[src/rtl/hazard_ctrl_if.sv]
// Bundle between hazard_ctrl and the pipeline: hazard/memory status in,
// register enables/flushes and status out.
interface hazard_ctrl_if;
  logic [4:0]  id_rs;
  logic [4:0]  id_rt;
  logic        id_uses_rt;
  logic        ex_memread;
  logic [4:0]  ex_rt;
  logic        ex_branch_taken;
  logic        mem_req;
  logic        mem_ready;
  logic        pc_write;
  logic        ifid_write;
  logic        ifid_flush;
  logic        idex_write;
  logic        idex_flush;
  logic        exmem_write;
  logic        mem_err;
  logic [15:0] stall_cnt;

  // Handshake: no valid/ready pair; every control is a level that the pipeline
  // registers sample on the same rising edge as hazard_ctrl's state.
  modport slave (
    input  id_rs, id_rt, id_uses_rt, ex_memread, ex_rt, ex_branch_taken,
           mem_req, mem_ready,
    output pc_write, ifid_write, ifid_flush, idex_write, idex_flush,
           exmem_write, mem_err, stall_cnt
  );

  modport master (
    output id_rs, id_rt, id_uses_rt, ex_memread, ex_rt, ex_branch_taken,
           mem_req, mem_ready,
    input  pc_write, ifid_write, ifid_flush, idex_write, idex_flush,
           exmem_write, mem_err, stall_cnt
  );
endinterface

[src/rtl/hazard_ctrl.sv]
// Pipeline sequencing controller: load-use stall, EX branch flush, data-memory
// freeze with timeout, sticky error flag and saturating stall-cycle counter.
module hazard_ctrl #(
  parameter int WAIT_MAX = 255
) (
  input  logic        clk,
  input  logic        rst,
  hazard_ctrl_if.slave hif,
  output logic [1:0]  dbg_state
);

  typedef enum logic [1:0] {
    RUN     = 2'd0,
    MEMWAIT = 2'd1,
    ERR     = 2'd2
  } state_t;

  localparam logic [7:0] WAIT_LAST = 8'(WAIT_MAX - 1);

  state_t      state, state_nxt;
  logic [7:0]  wait_cnt, wait_cnt_nxt;
  logic        mem_err_q, mem_err_nxt;
  logic [15:0] stall_cnt_q;

  logic freeze;
  logic load_use;

  assign freeze = ((state == RUN) && hif.mem_req && !hif.mem_ready) ||
                  ((state == MEMWAIT) && !hif.mem_ready);

  assign load_use = hif.ex_memread && (hif.ex_rt != 5'd0) &&
                    ((hif.ex_rt == hif.id_rs) ||
                     (hif.id_uses_rt && (hif.ex_rt == hif.id_rt)));

  // State register, including the counters and the sticky error flag.
  always_ff @(posedge clk) begin
    if (rst) begin
      state       <= RUN;
      wait_cnt    <= 8'd0;
      mem_err_q   <= 1'b0;
      stall_cnt_q <= 16'd0;
    end else begin
      state     <= state_nxt;
      wait_cnt  <= wait_cnt_nxt;
      mem_err_q <= mem_err_nxt;
      if (!hif.pc_write && (stall_cnt_q != 16'hFFFF))
        stall_cnt_q <= stall_cnt_q + 16'd1;
    end
  end

  // Next-state logic.
  always_comb begin
    state_nxt    = state;
    wait_cnt_nxt = 8'd0;
    mem_err_nxt  = mem_err_q;
    unique case (state)
      RUN: begin
        if (freeze) state_nxt = MEMWAIT;
      end
      MEMWAIT: begin
        if (hif.mem_ready) begin
          state_nxt = RUN;
        end else if (wait_cnt == WAIT_LAST) begin
          state_nxt   = ERR;
          mem_err_nxt = 1'b1;
        end else begin
          wait_cnt_nxt = wait_cnt + 8'd1;
        end
      end
      ERR: begin
        state_nxt = ERR;
      end
      default: state_nxt = RUN;
    endcase
  end

  // Output logic; branches are ordered by priority.
  always_comb begin
    hif.pc_write    = 1'b1;
    hif.ifid_write  = 1'b1;
    hif.ifid_flush  = 1'b0;
    hif.idex_write  = 1'b1;
    hif.idex_flush  = 1'b0;
    hif.exmem_write = 1'b1;
    if (rst) begin
      hif.pc_write    = 1'b0;
      hif.ifid_write  = 1'b0;
      hif.idex_write  = 1'b0;
      hif.exmem_write = 1'b0;
      hif.ifid_flush  = 1'b1;
      hif.idex_flush  = 1'b1;
    end else if ((state == ERR) || freeze) begin
      hif.pc_write    = 1'b0;
      hif.ifid_write  = 1'b0;
      hif.idex_write  = 1'b0;
      hif.exmem_write = 1'b0;
    end else if (hif.ex_branch_taken) begin
      hif.ifid_flush = 1'b1;
      hif.idex_flush = 1'b1;
    end else if (load_use) begin
      hif.pc_write   = 1'b0;
      hif.ifid_write = 1'b0;
      hif.idex_flush = 1'b1;
    end
  end

  assign hif.mem_err   = mem_err_q;
  assign hif.stall_cnt = stall_cnt_q;
  assign dbg_state     = state;

endmodule

[src/flat_wrapper.sv]
// flat-port wrapper written by rule: the top's interface ports become plain ports
module hazard_ctrl_flat 
#(
  parameter int WAIT_MAX = 255
)
  (clk, rst, dbg_state, hif_id_rs, hif_id_rt, hif_id_uses_rt, hif_ex_memread, hif_ex_rt, hif_ex_branch_taken, hif_mem_req, hif_mem_ready, hif_pc_write, hif_ifid_write, hif_ifid_flush, hif_idex_write, hif_idex_flush, hif_exmem_write, hif_mem_err, hif_stall_cnt);
  hazard_ctrl_if hif_i ();
  input  logic clk;
  input  logic rst;
  output logic [1:0] dbg_state;
  input wire logic [$bits(hif_i.id_rs)-1:0] hif_id_rs;
  input wire logic [$bits(hif_i.id_rt)-1:0] hif_id_rt;
  input wire logic [$bits(hif_i.id_uses_rt)-1:0] hif_id_uses_rt;
  input wire logic [$bits(hif_i.ex_memread)-1:0] hif_ex_memread;
  input wire logic [$bits(hif_i.ex_rt)-1:0] hif_ex_rt;
  input wire logic [$bits(hif_i.ex_branch_taken)-1:0] hif_ex_branch_taken;
  input wire logic [$bits(hif_i.mem_req)-1:0] hif_mem_req;
  input wire logic [$bits(hif_i.mem_ready)-1:0] hif_mem_ready;
  output wire logic [$bits(hif_i.pc_write)-1:0] hif_pc_write;
  output wire logic [$bits(hif_i.ifid_write)-1:0] hif_ifid_write;
  output wire logic [$bits(hif_i.ifid_flush)-1:0] hif_ifid_flush;
  output wire logic [$bits(hif_i.idex_write)-1:0] hif_idex_write;
  output wire logic [$bits(hif_i.idex_flush)-1:0] hif_idex_flush;
  output wire logic [$bits(hif_i.exmem_write)-1:0] hif_exmem_write;
  output wire logic [$bits(hif_i.mem_err)-1:0] hif_mem_err;
  output wire logic [$bits(hif_i.stall_cnt)-1:0] hif_stall_cnt;
  assign hif_i.id_rs = hif_id_rs;
  assign hif_i.id_rt = hif_id_rt;
  assign hif_i.id_uses_rt = hif_id_uses_rt;
  assign hif_i.ex_memread = hif_ex_memread;
  assign hif_i.ex_rt = hif_ex_rt;
  assign hif_i.ex_branch_taken = hif_ex_branch_taken;
  assign hif_i.mem_req = hif_mem_req;
  assign hif_i.mem_ready = hif_mem_ready;
  assign hif_pc_write = hif_i.pc_write;
  assign hif_ifid_write = hif_i.ifid_write;
  assign hif_ifid_flush = hif_i.ifid_flush;
  assign hif_idex_write = hif_i.idex_write;
  assign hif_idex_flush = hif_i.idex_flush;
  assign hif_exmem_write = hif_i.exmem_write;
  assign hif_mem_err = hif_i.mem_err;
  assign hif_stall_cnt = hif_i.stall_cnt;
  hazard_ctrl #(.WAIT_MAX(WAIT_MAX)) u_core (.clk(clk), .rst(rst), .hif(hif_i), .dbg_state(dbg_state));
endmodule
[config.mk]
export PLATFORM = sky130hd
export DESIGN_NAME = hazard_ctrl_flat
export DESIGN_NICKNAME = d
export VERILOG_FILES = /design/src/rtl/hazard_ctrl_if.sv /design/src/rtl/hazard_ctrl.sv /design/src/flat_wrapper.sv
export SDC_FILE = /design/constraint.sdc
export NUM_CORES = 1
export LEC_CHECK = 0
export CAP_MARGIN = 40
export CORE_MARGIN = 10
export CORE_UTILIZATION = 46
export DETAILED_ROUTE_END_ITERATION = 12
export HOLD_SLACK_MARGIN = 0.08
export PLACE_DENSITY = 0.77
export RECOVER_POWER = 25
export SYNTH_ARGS = -nofsm -noshare
export SYNTH_HDL_FRONTEND = slang
export SYNTH_SLANG_ARGS = --single-unit
[constraint.sdc]
create_clock -name clk -period 2.6 [get_ports clk]
set_input_delay 0.78 -clock clk [delete_from_list [all_inputs] [get_ports clk]]
set_output_delay 0.78 -clock clk [all_outputs]
set_load 0.01 [all_outputs]
* Yosys cells after proc, flatten, opt, wreduce, memory -nomap -nowiden *
Index checks and enable logic that the tools add are counted.

storage, ports and cells
  register bits after elaboration = 27
  input port bits = 22
  output and inout bits = 25

cells by class
  add/sub/neg operators = 2
  equality and inequality tests = 8
  multiplexer cells = 17
  bitwise gates (word level) = 2
  reductions and logical operators = 17

operators by type and width
  kind                   count
  $add 16x1->16 const B  1
  $ne 16x16->1 const B   1
  $mux 1                 13
  $eq 5x5->1             2
  $add 8x1->8 const B    1
  $eq 8x8->1 const B     1
  $logic_and 1x1->1      7
  $mux 2                 3
  $pmux 2 s3             1
  $reduce_bool 5->1      1
  $reduce_or 4->1        1
  $logic_or 1x1->1       3
  $ne 3x3->1 const B     1
  $reduce_and 3->1       1
  $eq 2x1->1 const B     1
  $eq 2x2->1 const B     1
  $logic_not 1->1        2
  $logic_not 2->1        1
  $ne 2x1->1 const B     1
  $not 1->1              2
  $reduce_and 2->1       1

* Longest topological paths before layout *
  depth after elaboration = 10
  depth in mapped cells = 8
  gate-level depth less buffers = 7

* Least setup slack after synthesis *
No wires, ideal clock.

  kind = input -> output
  from = input hif_ex_rt[0]
  to = output hif_pc_write
  arrival time = 1.823 ns
  data required time = 1.820 ns
  path slack = -0.003 ns
  cell stages on the path = 4
  cells stage by stage = nor4_1 > a211oi_1 > a21boi_0 > buf_4

on the way
  word-level cells in the longest chain between the ends = 8
  elaborated cells on any way between the ends = 11

ends and longest elaborated chain
  item                   RTL line            text
  start, declared        flat_wrapper.sv:15  input wire logic [$bits(hif_i.ex_rt)-1:0] hif_ex_rt;
  $eq 5x5->1             hazard_ctrl.sv:33   (hif.id_uses_rt && (hif.ex_rt == hif.id_rt)));
  $logic_and 1x1->1      hazard_ctrl.sv:33
  $logic_or 1x1->1       hazard_ctrl.sv:32   ((hif.ex_rt == hif.id_rs) ||
  $logic_and 1x1->1 *    hazard_ctrl.sv:31   assign load_use = hif.ex_memread && (hif.ex_rt != 5'd0) &&
  $mux 1 * (4 in a row)  --
  end, declared          flat_wrapper.sv:19  output wire logic [$bits(hif_i.pc_write)-1:0] hif_pc_write;

Every way passes the cells marked *; elsewhere a longest branch is shown, timed or not.

* Worst setup path in the final report *
  from = input hif_ex_memread
  to = output hif_pc_write

on the way
  word-level cells in the longest chain between the ends = 6

ends and longest elaborated chain
  item                            RTL line            text
  start, declared                 flat_wrapper.sv:14  input wire logic [$bits(hif_i.ex_memread)-1:0] hif_ex_memread;
  $logic_and 1x1->1 (2 in a row)  hazard_ctrl.sv:31
  $mux 1                          hazard_ctrl.sv:100  end else if (load_use) begin
  $mux 1                          hazard_ctrl.sv:97   end else if (hif.ex_branch_taken) begin
  $mux 1                          hazard_ctrl.sv:92   end else if ((state == ERR) || freeze) begin
  $mux 1                          hazard_ctrl.sv:85   if (rst) begin

Every way passes these cells.

==> metrics.txt <==
Overall Global Routing Usage=13.1%; synthesized area per cell=8.22 um^2; die width=76.6 um; first-pass GRT wire length=6510 um; cell type contributing the most total cell area after synthesis=dfxtp_1; number of optimization iterations in the first detailed-route pass=4; worst hold path type=flop to flop; maxcap violations=0; most common cell after layout, fill and taps aside=dfxtp_1; deepest clock path buffer count=2; Cell Pwr Density=368 mW/mm^2; met3 track utilization from global routing=3.77%; GP Congestion=0.801; Worst-path clk slew=0.15 ns; sequential area share after synthesis=36.7%; commonest cells after routing, fill and taps aside=27 x dfxtp_1, 23 x nor2_1, 22 x clkdlybuf4s50_1; count of different cell masters after synthesis=42; Final Critical Period=2.57 ns; Worst slew margin=80.8%; pin count of the biggest net entering global routing=25; number of buffers added on ports=46; startpoint type of the worst setup path=input pin; crit-path max FO=2; buffer cell driving the clock tree root=clkbuf_4; element type at the critical path end=output port; GR Layer Usage met1=16.1%; total number of vias=1,444; layout cells sized above 1=17.8%; post-route clock period utilization=98.9%; number of endpoints failing setup at the final stage=0; Cells after Synth=179; IO Count=47; number of pins with negative max-slew slack in the final report=0; area share of the largest cell type after synthesis=36.7%; Initial Utilization=48.2%; outcome=finished, final reports clean; post-route clock skew=0.00264 ns; Skew-Pair Late Insertion Delay=0.34 ns; number of failing hold endpoints at the final stage=0; Crit Path Category=input pin to output port; CTS Buf Count=3; die extent in y=76.6 um; met2 usage=21.6%; Die Area=0.00586 mm^2; residual antenna-violating net count after detailed routing=0; Peak Freq=0.389 GHz; average via count per standard cell=5.16; most area-consuming cells after synthesis=dfxtp_1 37%, xnor2_1 8.3%, nor2_1 6.4%, a21oi_1 4.4%, nand3_1 3.7%; count of synthesis-stage warnings from yosys=0; Peak supply drop=291 uV; number of rows created at floorplan=20; total of hold buffers inserted after clock tree synthesis=0; Final TNS setup=0 ns; initial antenna violation count=0; final-layout worst hold slack=0.460 ns; vias in the first global route=1,357; detailed router's first-iteration violation count=62; global-route congestion overflow total=0; number of remaining DRC errors=0; number of nets in the finished design=262; critical path arrival=1.79 ns; post-detailed-route wirelength per cell=13.9 um; total length of routed wires=3890 um; Core Area=0.00305 mm^2; total clock sinks=27; area of the mapped netlist=0.00147 mm^2; synthesis-to-layout area growth=41.0%; data required time at the worst endpoint=1.82 ns; most used routing layer in global routing=met2; number of nets in the synthesized netlist=204; worst-margin pin slew=0.287 ns; count of antenna diodes in the layout=0; clock tree from TritonCTS=built; number of synthesized register bits=27; number of levels the H-tree was split into=1; Post-DP HPWL=3040 um; static leakage=0.730 nW
## critical path: stages
cell and delay [ns]:
clkdlybuf4s50_1 0.47, inv_1 0.06, a211oi_2 0.23, a21boi_2 0.10, buf_2 0.15
## cell families (layout without fill, tap and decap cells)
family                   count (synthesis)  count (layout)  share of synthesized area [%]
buffers and inverters                   15              72                           5.10
AO/OA/AOI/OAI                           37              37                           16.1
flip-flops                              27              27                           36.7
AND/OR/NAND/NOR                         76              76                           26.4
XOR/XNOR                                18              18                           10.7
multiplexers                             3               3                           2.47
adder cells (fa/ha/maj)                  3               3                           2.55
## worst paths after layout
kind | start | to | slack, ns | cells after the start
setup / recovery | hif_ex_memread | hif_pc_write | 0.03 | 5
hold / removal | u_core.hif.mem_err | u_core.hif.mem_err | 0.46 | 2
setup reg to reg | u_core.hif.stall_cnt[0] | u_core.hif.stall_cnt[9] | 0.33 | 7
hold reg to reg | u_core.hif.mem_err | u_core.hif.mem_err | 0.46 | 2
## registers in the layout (all words and copies together), names as in the netlist
name,cells
u_core.hif.stall_cnt,16
u_core.hif.mem_err,1
u_core.dbg_state,2
u_core.wait_cnt,8
## synth_stat cells, drive strengths merged
library cell and count:
nand4 5, o31a 1, a21boi 1, nor4 1, xnor2 14, dfxtp 27
nor3 4, mux2 2, a31oi 1, inv 8, or2 1, clkbuf 2
nand2b 1, nor2b 2, a211oi 2, a21oi 14, a21o 1, ha 3
nand3 11, buf 5, nand3b 1, nand2 12, nor2 25, or3 7
or4 6, o22a 1, o31ai 4, xor2 4, o22ai 1, a31o 1
o21ai 8, mux2i 1, o21a 1, o41ai 1
## power breakdown
group	total (mW)	switching [mW]	internal, mW
Combinational	0.146	0.0658	0.0801
Sequential	0.427	0.00719	0.420
Clock	0.189	0.131	0.0580
## per-stage QoR
step           instance area (um^2)  util (%)  total power [mW]  setup WS (ns)  std cells
6_report                       2070      68.0             0.763         0.0274        280
5_1_grt                        2070      68.0             0.799       -0.00661        280
4_1_cts                        2090      68.5             0.765      0.0000615        280
3_5_place_dp                   2050      67.2             0.588         -0.833        275
3_3_place_gp                   2050      67.2             0.584         -0.723        275
2_1_floorplan                  1470         -             0.502          0.110        179
## layer usage
layer,wire (um),part of all wire [%],vias to the layer above
met2,1900,49,33
met1,1780,46,659
met5,0,0,-
met4,44,1.1,0
li1,-,-,747
met3,165,4.2,5
## final cells by class
| class | count | area [um^2] |
|---|---|---|
| fill | 266 | 978 |
| multi-input combinational | 137 | 896 |
| sequential | 27 | 541 |
| timing repair buffer | 60 | 526 |
| tap | 44 | 55.1 |
| inverter | 8 | 30.0 |
| clock buffer | 3 | 22.5 |
| clock inverter | 1 | 5.00 |
## what timing repair did
action                                  in CTS  in global routing
endpoints found under the setup margin       9                  5
setup buffers                                1                  0
pin swaps                                   18                 12
gates resized for setup                     52                 13
(Power assumes the default switching activity.)
